==> src/rtl/alu_chk_pipe.sv <==
// Expected-value delay line with per-stage valid bits.
// Ports:
//   clk, rst_n      clock, async active-low reset
//   i_flush         synchronous clear of every valid bit (new entry dropped)
//   i_vld, i_data   entry entering the line
//   o_vld, o_data   entry leaving the line DEPTH cycles later
module alu_chk_pipe #(
  parameter int unsigned DEPTH = 1,
  parameter int unsigned WIDTH = 8
) (
  input  logic             clk,
  input  logic             rst_n,
  input  logic             i_flush,
  input  logic             i_vld,
  input  logic [WIDTH-1:0] i_data,
  output logic             o_vld,
  output logic [WIDTH-1:0] o_data
);

  logic [DEPTH-1:0] r_vld;
  logic [WIDTH-1:0] r_data [DEPTH];

  // Shift register; flush kills the valid bits but data just keeps moving
  always_ff @(posedge clk or negedge rst_n) begin
    if (!rst_n) begin
      r_vld <= '0;
      for (int i = 0; i < DEPTH; i++) begin
        r_data[i] <= '0;
      end
    end else begin
      r_vld[0]  <= i_vld & ~i_flush;
      r_data[0] <= i_data;
      for (int i = 1; i < DEPTH; i++) begin
        r_vld[i]  <= r_vld[i-1] & ~i_flush;
        r_data[i] <= r_data[i-1];
      end
    end
  end

  assign o_vld  = r_vld[DEPTH-1];
  assign o_data = r_data[DEPTH-1];

endmodule

==> config.mk <==
export PLATFORM = sky130hd
export DESIGN_NAME = alu_chk_pipe
export DESIGN_NICKNAME = d
export VERILOG_FILES = /design/src/rtl/alu_chk_pipe.sv
export SDC_FILE = /design/constraint.sdc
export NUM_CORES = 1
export LEC_CHECK = 0
export ABC_AREA = 1
export BUFFER_PORTS_ARGS = -buffer_cell sky130_fd_sc_hd__buf_2
export CAP_MARGIN = 25
export CORE_AREA = 2 2 39 41
export CTS_CLUSTER_DIAMETER = 150
export DETAILED_ROUTE_END_ITERATION = 8
export DIE_AREA = 0 0 41 43
export PLACE_DENSITY = 0.5
export REMOVE_ABC_BUFFERS = 1
export SETUP_SLACK_MARGIN = 0.2
export SLEW_MARGIN = 15
export SYNTH_ARGS = -nofsm -noshare
export SYNTH_HDL_FRONTEND = slang
export SYNTH_SLANG_ARGS = --single-unit
==> constraint.sdc <==
create_clock -name clk -period 1.1 [get_ports clk]
set_clock_uncertainty 0.2 [all_clocks]
set_input_delay 0.11 -clock clk [delete_from_list [all_inputs] [get_ports clk]]
set_output_delay 0.11 -clock clk [all_outputs]
set_load 0.02 [all_outputs]
==> results by group, run 1 <==
Run status
  – Status: complete, no violations

Worst setup path
  – Crit-path leading delay family: flip-flops
  – Critical path depth in cells: 1
  – Crit path cell chain: buf_6
  – CP startpoint kind: flop
  – Critical Path AT: 750 ps
  – Critical Path End Type: primary output
  – Required @ worst endpoint: 790 ps
  – Crit Path Category: reg -> out
  – WP buf/inv: 1
  – Max FO, Critical Path: 1
  – Crit-path max cell delay: 370 ps
  – Worst-path cell with the longest stage delay: dfrtp_1

STA
  – Setup Viol. Count Final: 0
  – Actual slew at the worst max-slew pin: 195 ps
  – Slew Limit Fails: 0
  – RSZ-0062 raised after global routing: true
  – Setup WS post-layout: 35.7 ps
  – Maximum clock rate: 940 MHz
  – Hold Vio Cnt, Final: 0
  – Crit share post-route: 0.968
  – Period minus WS final: 1060 ps
  – Slew margin rel.: 0.870

Placed design
  – RD Place Congestion: 0.577
  – I/O Buffers: 20
  – Post-place setup slack: 296 ps

GRT
  – First-pass GRT wire length: 1000 um
  – Largest net degree at the start of global routing: 10
  – Overall routing resource usage: 0.0921
  – Initial antenna violation count: 0
  – GRT overflow: 0
  – Vias in the first global route: 251

Logic synthesis
  – Mean Syn Cell Area: 21.4 um2
  – Cell Area, Synth: 235 um2
  – Count leader, synth: dfrtp_1
  – Dominant cell type by area after synthesis: dfrtp_1
  – Top-area cell type share of the netlist area: 0.957
  – Warnings from Yosys: 0
  – Post-synth EDFFs: 0
  – Synth top area cells: dfrtp_1 96%, nor2_2 2.7%, inv_1 1.6%
  – Sequential area share after synthesis: 0.957
  – Yosys cell types: 3
  – Top FF cell, synth: dfrtp_1
  – Cell count after synthesis: 11
  – Synthesis-stage register bit count: 9
  – FFs w/ async S/R, synth: 1.00
  – Top cells by count, synth: 9 x dfrtp_1, 1 x inv_1, 1 x nor2_2

Floorplanning
  – IO Pins: 21
  – Die area: 1760 um2
  – Site Rows: 14
  – Core ar.: 1380 um2
  – Die W: 41 um
  – Initial Utilization: 0.170
  – Die Ht: 43 um

Clock tree
  – H-tree levels: 1
  – Clock Pin Slew Worst Setup and Hold Paths: 60 ps
  – Clk buf depth: 2
  – Root buffer cell: clkbuf_4
  – TritonCTS clock tree: yes
  – Clk sinks: 9
  – CTS Buf Count: 3

Detailed routing
  – Post-route ant nets: 0
  – DR vias: 205
  – Drt drc: 0
  – Via density: 3.31
  – Wire per inst: 10.1 um
  – WL final: 627 um
  – Initial DRT Pass Iterations: 2
  – Iter 0 DRT Violations: 4

Power
  – Pleak: 0.271 nW
  – Max VDD drop: 0.940 mV
  – Pwr dens: 1300 nW/um2
  – Overall Power: 713 uW

Hold path
  – Hold Path Class: in -> async

Final layout
  – Area growth syn-to-layout: 133%
  – Share of cells above drive strength 1: 0.543
  – Antenna cells: 0
  – Layout Nets: 59

Run
  – Max-cap violations: 0
## kinds of logic after synthesis
| kind of cell | synth area share |
|---|---|
| buf+inv | 0.0159 |
| flops | 0.957 |
| simple gates | 0.0266 |
## metal layers
metal  share of wire  global-route usage
met3            0.16              0.0995
met2            0.44               0.153
met1            0.40              0.0660
met4               0              0.0200
met5               0                   0
## stage by stage
stage | hold WS [ps] | util | cells | area (um2) | setup TNS, ps
after floorplan | -386 | - | 11 | 235 | 0
after global placement | -233 | 0.257 | 47 | 355 | 0
after detailed placement | -229 | 0.257 | 47 | 355 | 0
after CTS | 23.9 | 0.396 | 62 | 548 | 0
after global routing | 69.3 | 0.396 | 62 | 548 | -11.1
final | 46.6 | 0.396 | 62 | 548 | 0
## cell usage in the layout, fill, tap and decap left out, drive strengths merged
cell type and n:
buf 20, inv 1, dfrtp 9, nor2 1
clkbuf 4, dlygate4sd3 11
## cell type report
cell class                 count  area, um2
clock buffer                   4       26.3
sequential                     9        225
multi-input combinational      1       6.26
timing repair buffer          31        267
inverter                       1       3.75
tap                           16       20.0
fill                         129        836
## final timing paths
kind	from	to	slack (ps)
min in group clk	i_data[3]	o_data[3]	290
max	o_data[4]	o_data[4]	40
min	rst_n	o_vld	50
max in group asynchronous	rst_n	o_data[2]	480
## timing repair
item                       4_1_cts  5_1_grt
setup endpoints to repair        9       10
hold buffers                    11        0
resized for setup               18        1
buffers inserted                 0        0
pin swaps                        0        0
hold endpoints to repair        18        0
## power breakdown
part	switching [mW]	internal, mW
Combinational	0.0463	0.0714
Clock	0.100	0.139
Sequential	0.00776	0.348
Total	0.154	0.558
## flip-flops by register name, indices dropped and copies added, names as in the netlist
| signal | flops |
|---|---|
| o_data | 8 |
| o_vld | 1 |
Note: power is estimated with default switching activity, not from simulation.
==> run 2: changes to the inputs <==
--- a/config.mk
+++ b/config.mk
@@ -5,7 +5,6 @@
 export SDC_FILE = /design/constraint.sdc
 export NUM_CORES = 1
 export LEC_CHECK = 0
-export ABC_AREA = 1
 export BUFFER_PORTS_ARGS = -buffer_cell sky130_fd_sc_hd__buf_2
 export CAP_MARGIN = 25
 export CORE_AREA = 2 2 39 41
==> run 2 against run 1 <==
Against the previous run: sequential cell count unchanged; global-route usage up 0.72 points; setup slack worse by 18 ps; critical endpoint is now o_data[0]; largest power group unchanged; highest routed layer is now met4.
==> results by group, run 2 <==
Power
  – Pleak: 0.272 nW (+0.40%)
  – Overall Power: 728 uW (+2.2%)
  – Max VDD drop: 0.958 mV (+1.9%)
  – Pwr dens: 1320 nW/um2 (+1.5%)

STA
  – Slew margin rel.: 0.873 (+0.00298)
  – Slew Limit Fails: 0 (unchanged)
  – Period minus WS final: 1080 ps (+17.7 ps)
  – Crit share post-route: 0.984 (+0.0161)
  – Hold Vio Cnt, Final: 0 (unchanged)
  – Maximum clock rate: 924 MHz (-1.6%)
  – Actual slew at the worst max-slew pin: 191 ps (-4.47 ps)
  – Setup Viol. Count Final: 0 (unchanged)
  – RSZ-0062 raised after global routing: true
  – Worst hold slack: 53.4 ps (+6.74 ps)

Run
  – Max-cap violations: 0 (unchanged)

Clock tree
  – Clock Pin Slew Worst Setup and Hold Paths: 60 ps (about the same)
  – TritonCTS clock tree: yes
  – Clk buf depth: 2 (unchanged)
  – Post-CTS Setup Inserts: 0 (unchanged)
  – Root buffer cell: clkbuf_4
  – CTS Buf Count: 3 (unchanged)
  – H-tree levels: 1 (unchanged)
  – Clk sinks: 9 (unchanged)

GRT
  – Vias in the first global route: 234 (-6.8%)
  – Overall routing resource usage: 0.0993 (+0.00719)
  – Largest net degree at the start of global routing: 10 (unchanged)
  – Initial antenna violation count: 0 (unchanged)
  – First-pass GRT wire length: 986 um (-1.4%)
  – GRT overflow: 0 (unchanged)

Worst setup path
  – Worst-path cell with the longest stage delay: dfrtp_1
  – Critical Path AT: 770 ps (+20 ps)
  – Crit-path leading delay family: flip-flops
  – Max FO, Critical Path: 1 (unchanged)
  – Critical Path End Type: primary output
  – WP buf/inv: 1 (unchanged)
  – Crit Path Category: reg -> out
  – CP startpoint kind: flop
  – Crit-path max cell delay: 380 ps (about the same)
  – Crit path cell chain: buf_6
  – Critical path depth in cells: 1 (unchanged)
  – Required @ worst endpoint: 790 ps (about the same)

Floorplanning
  – Core ar.: 1380 um2 (unchanged)
  – Die area: 1760 um2 (unchanged)
  – Die W: 41 um (unchanged)
  – Die Ht: 43 um (unchanged)
  – Initial Utilization: 0.173 (+0.00271)
  – IO Pins: 21 (unchanged)
  – Site Rows: 14 (unchanged)

Detailed routing
  – Initial DRT Pass Iterations: 1 (-1)
  – Via density: 3.64 (+10%)
  – Drt drc: 0 (unchanged)
  – Iter 0 DRT Violations: 0 (-4)
  – WL final: 684 um (+9.1%)
  – Wire per inst: 11.2 um (+11%)
  – Post-route ant nets: 0 (unchanged)
  – DR vias: 222 (+8.3%)

Final layout
  – Antenna cells: 0 (unchanged)
  – Max FFs per register: 8 (unchanged)
  – Share of cells above drive strength 1: 0.533 (-0.0101)
  – Post-layout util: 0.399 (+0.00271)
  – Commonest non-fill, non-tap cells in the layout: 11 x dlygate4sd3_1, 11 x buf_2, 9 x dfrtp_1, 9 x buf_6, 3 x clkbuf_4
  – Area growth syn-to-layout: 131%
  – Final Instance Area: 552 um2 (+0.68%)
  – Layout Nets: 58 (-1.7%)

Logic synthesis
  – Top cells by count, synth: 9 x dfrtp_1, 1 x nor2b_4
  – Dominant cell type by area after synthesis: dfrtp_1
  – Area share of and/or/nand/nor cells after synthesis: 0.0576 (+0.0310)
  – Largest family of logic cells by synthesized area: simple AND/OR/NAND/NOR gates
  – Post-Synth Adder-Cell Area: 0 (unchanged)
  – Synth Area in XOR/XNOR: 0 (unchanged)
  – Count leader, synth: dfrtp_1
  – Sequential area share after synthesis: 0.942 (-0.0150)
  – Warnings from Yosys: 0 (unchanged)
  – Post-synth EDFFs: 0 (unchanged)
  – Post-synthesis mux area share: 0 (unchanged)
  – Compound-gate portion of the synthesized area: 0 (unchanged)
  – Synthesis-stage register bit count: 9 (unchanged)
  – FFs w/ async S/R, synth: 1.00 (unchanged)
  – Synth top area cells: dfrtp_1 94%, nor2b_4 5.8%
  – Cell Area, Synth: 239 um2 (+1.6%)
  – Mean Syn Cell Area: 23.9 um2 (+12%)
  – Top-area cell type share of the netlist area: 0.942 (-0.0150)
  – Cell count after synthesis: 10 (-1)
  – Top FF cell, synth: dfrtp_1
  – Yosys cell types: 2 (-1)

Placed design
  – RD Place Congestion: 0.537 (-6.9%)
  – Dpl cell area: 359 um2 (+1.1%)
  – I/O Buffers: 20 (unchanged)

Hold path
  – Hold Path Class: in -> async

Run status
  – Status: complete, no violations
[run 2: final timing paths]
path | slack, ps | end | start
worst max-delay path | 20 | o_data[0] | o_data[0]
worst min-delay path | 50 | o_data[6] | rst_n
max in group asynchronous | 480 | o_data[3] | rst_n
min in group clk | 280 | o_data[2] | i_data[2]
[run 2: logic make-up after synthesis]
family	count (synthesis)
flip-flops	9
AND/OR/NAND/NOR	1
[run 2: final cells by class]
type / instances / area, um2
Timing Repair Buffer: 31 / 267
Clock buffer: 4 / 26.3
Sequential cell: 9 / 225
Multi-Input combinational cell: 1 / 13.8
Fill cell: 126 / 832
Tap cell: 16 / 20.0
[run 2: metrics by stage]
stage	cells	setup slack [ps]	TNS (ps)
6_report	61	17.9	0
5_1_grt	61	-34.5	-147
4_1_cts	60	1.65	0
3_5_place_dp	46	282	0
3_3_place_gp	46	289	0
2_1_floorplan	10	374	0
[run 2: timing repair]
item / in CTS / in global routing
hold buffers: 10 / 1
hold endpoints to repair: 18 / 1
resized for setup: 18 / 0
setup endpoints to repair: 9 / 9
[run 2: layer usage]
layer	track usage	vias up	routed length, um
met5	0	-	0
met4	0.0600	0	14
met3	0.105	5	118
met2	0.147	24	315
met1	0.0728	94	235
li1	-	99	-
[run 2: where the power goes]
group	internal (mW)	switching [mW]	total (mW)	leakage, nW
registers	0.348	0.00770	0.356	0.106
logic	0.0732	0.0461	0.119	0.151
clock network	0.140	0.114	0.253	0.0150
==> run 3: changes to the inputs <==
--- a/config.mk
+++ b/config.mk
@@ -7,10 +7,10 @@
 export LEC_CHECK = 0
 export BUFFER_PORTS_ARGS = -buffer_cell sky130_fd_sc_hd__buf_2
 export CAP_MARGIN = 25
-export CORE_AREA = 2 2 39 41
+export CORE_AREA = 4 4 41 43
 export CTS_CLUSTER_DIAMETER = 150
 export DETAILED_ROUTE_END_ITERATION = 8
-export DIE_AREA = 0 0 41 43
+export DIE_AREA = 0 0 45 47
 export PLACE_DENSITY = 0.5
 export REMOVE_ABC_BUFFERS = 1
 export SETUP_SLACK_MARGIN = 0.2
==> run 3 against run 2 <==
Against the previous run: the run now ends with negative hold slack left; first-iteration DRC count unchanged; sequential share of layout area rose by 0.85 points; clock-buffer cell count is the same; hold slack lost 180 ps; combinational power decreased by 3%; via count is 6.3% lower; setup slack better by 11 ps; utilization is 1.7 points higher; critical path depth did not move; sequential power barely moved; die area rose by 20%; fmax up 1.0%; critical path type unchanged; largest cell class unchanged.
==> results by group, run 3 (synthesized netlist as in run 2, its figures left out) <==
Run status
  – Status: finished with violations
  – Failing checks: negative hold slack

Power
  – P_int: 558 uW (-0.50%)
  – P_sw: 161 uW (-3.6%)
  – Clock power share: 0.347 (about the same)
  – Pleak: 0.268 nW (-1.5%)
  – Pwr dens: 1330 nW/um2 (+0.84%)
  – Max VDD drop: 0.624 mV (-35%)
  – Combinational cell fraction of total power: 0.159 (-0.005)
  – Overall Power: 719 uW (-1.2%)
  – Sequential Power Share: 0.494 (+0.006)
  – Sw frac: 0.224 (-0.00564)

Worst setup path
  – Crit Path Category: reg -> out
  – Origin of the worst setup path: o_data[1]
  – Crit path cell chain: buf_6
  – Worst-path cell with the longest stage delay: dfrtp_1
  – Crit-path leading delay family: flip-flops
  – CP startpoint kind: flop
  – Max FO, Critical Path: 1 (unchanged)
  – Required @ worst endpoint: 790 ps (about the same)
  – Critical Path AT: 760 ps (about the same)
  – Critical Path End Type: primary output
  – Crit-path max cell delay: 380 ps (about the same)
  – WP buf/inv: 1 (unchanged)

Clock tree
  – Root buffer cell: clkbuf_4
  – CTS Buf Count: 3 (unchanged)
  – H-tree levels: 1 (unchanged)
  – Clk buf depth: 2 (unchanged)
  – Clock Pin Slew Worst Setup and Hold Paths: 60 ps (about the same)
  – Clk sinks: 9 (unchanged)
  – TritonCTS clock tree: yes
  – Post-CTS Setup Inserts: 0 (unchanged)
  – Cts hold-fix bufs: 10 (unchanged)

STA
  – Maximum clock rate: 933 MHz (+1.0%)
  – Setup tns final: 0 ps (unchanged)
  – Slew Limit Fails: 0 (unchanged)
  – Crit share post-route: 0.974 (-0.00975)
  – Setup Viol. Count Final: 0 (unchanged)
  – Worst hold slack: -125 ps (-178 ps)
  – Actual slew at the worst max-slew pin: 195 ps (+4.68 ps)
  – RSZ-0062 raised after global routing: true
  – Hold Vio Cnt, Final: 1 (+1)
  – Slew margin rel.: 0.870 (-0.00312)
  – Period minus WS final: 1070 ps (-10.7 ps)

Detailed routing
  – WL final: 585 um (-14%)
  – Drt drc: 0 (unchanged)
  – Iter 0 DRT Violations: 0 (unchanged)
  – DR vias: 208 (-6.3%)
  – Initial DRT Pass Iterations: 1 (unchanged)
  – Via density: 3.53 (-3.1%)
  – Wire per inst: 9.92 um (-12%)
  – Post-route ant nets: 0 (unchanged)

GRT
  – Largest net degree at the start of global routing: 10 (unchanged)
  – First-pass GRT wire length: 903 um (-8.4%)
  – Vias in the first global route: 240 (+2.6%)
  – Overall routing resource usage: 0.0671 (-0.0322)
  – Initial antenna violation count: 0 (unchanged)
  – GRT overflow: 0 (unchanged)

Final layout
  – Post-layout util: 0.415 (+0.0167)
  – Layout Nets: 57 (-1.7%)
  – Most common cell after layout, fill and taps aside: buf_2
  – Area growth syn-to-layout: 126%
  – Max FFs per register: 8 (unchanged)
  – Post-layout instance count excluding filler cells: 59 (-3.3%)
  – Share of cells above drive strength 1: 0.545 (+0.0121)
  – Antenna cells: 0 (unchanged)
  – Commonest non-fill, non-tap cells in the layout: 11 x buf_2, 10 x dlygate4sd3_1, 9 x dfrtp_1, 9 x buf_6, 3 x clkbuf_4

Run
  – Max-cap violations: 0 (unchanged)

Floorplanning
  – Die area: 2120 um2 (+20%)
  – Die Ht: 47 um (+9.3%)
  – IO Pins: 21 (unchanged)
  – Site Rows: 13 (-1)
  – Initial Utilization: 0.184 (+0.0110)
  – Die W: 45 um (+9.8%)
  – Core ar.: 1300 um2 (-6.0%)

Placed design
  – RD Place Congestion: 0.679 (+26%)
  – Inst Count DP: 45 (-2.2%)
  – I/O Buffers: 20 (unchanged)

Hold path
  – Hold Path Class: in -> reg
  – Min-delay src: i_vld
run 3: what timing repair did:
action	4_1_cts	5_1_grt
setup endpoints to repair	9	9
hold endpoints to repair	18	1
gates resized for setup	18	0
run 3: final cells by class:
| class | instances | area (um2) |
|---|---|---|
| tap | 15 | 18.8 |
| timing repair buffer | 30 | 256 |
| fill | 126 | 761 |
| clock buffer | 4 | 26.3 |
| sequential | 9 | 225 |
| multi-input combinational | 1 | 13.8 |
run 3: power groups by stage:
stage                     Sequential, mW  Combinational, mW  Clock [mW]
after floorplan                    0.381            0.00327           0
after global routing               0.356              0.123       0.280
after detailed placement           0.358             0.0690           0
final                              0.355              0.115       0.249
after global placement             0.357             0.0685           0
after CTS                          0.356              0.116       0.265
run 3: stage by stage:
| step | setup slack (ps) | cell area [um2] |
|---|---|---|
| 3_3_place_gp | 302 | 358 |
| 2_1_floorplan | 374 | 239 |
| 4_1_cts | 10.9 | 541 |
| 5_1_grt | -9.42 | 541 |
| 3_5_place_dp | 292 | 358 |
| 6_report | 28.7 | 541 |
run 3: final timing paths:
check	endpoint	slack (ps)	cells after the start
max in group asynchronous	o_data[7]	500	2
min	o_vld	-120	2
min in group asynchronous	o_data[3]	30	2
max	o_data[1]	30	1
run 3: metal layers:
layer / part of all wire / GRT usage / vias up
li1: - / - / 98
met1: 0.30 / 0.0516 / 96
met2: 0.58 / 0.124 / 14
met3: 0.12 / 0.0230 / 0
met4: 0 / 0.0702 / 0
met5: 0 / 0 / -
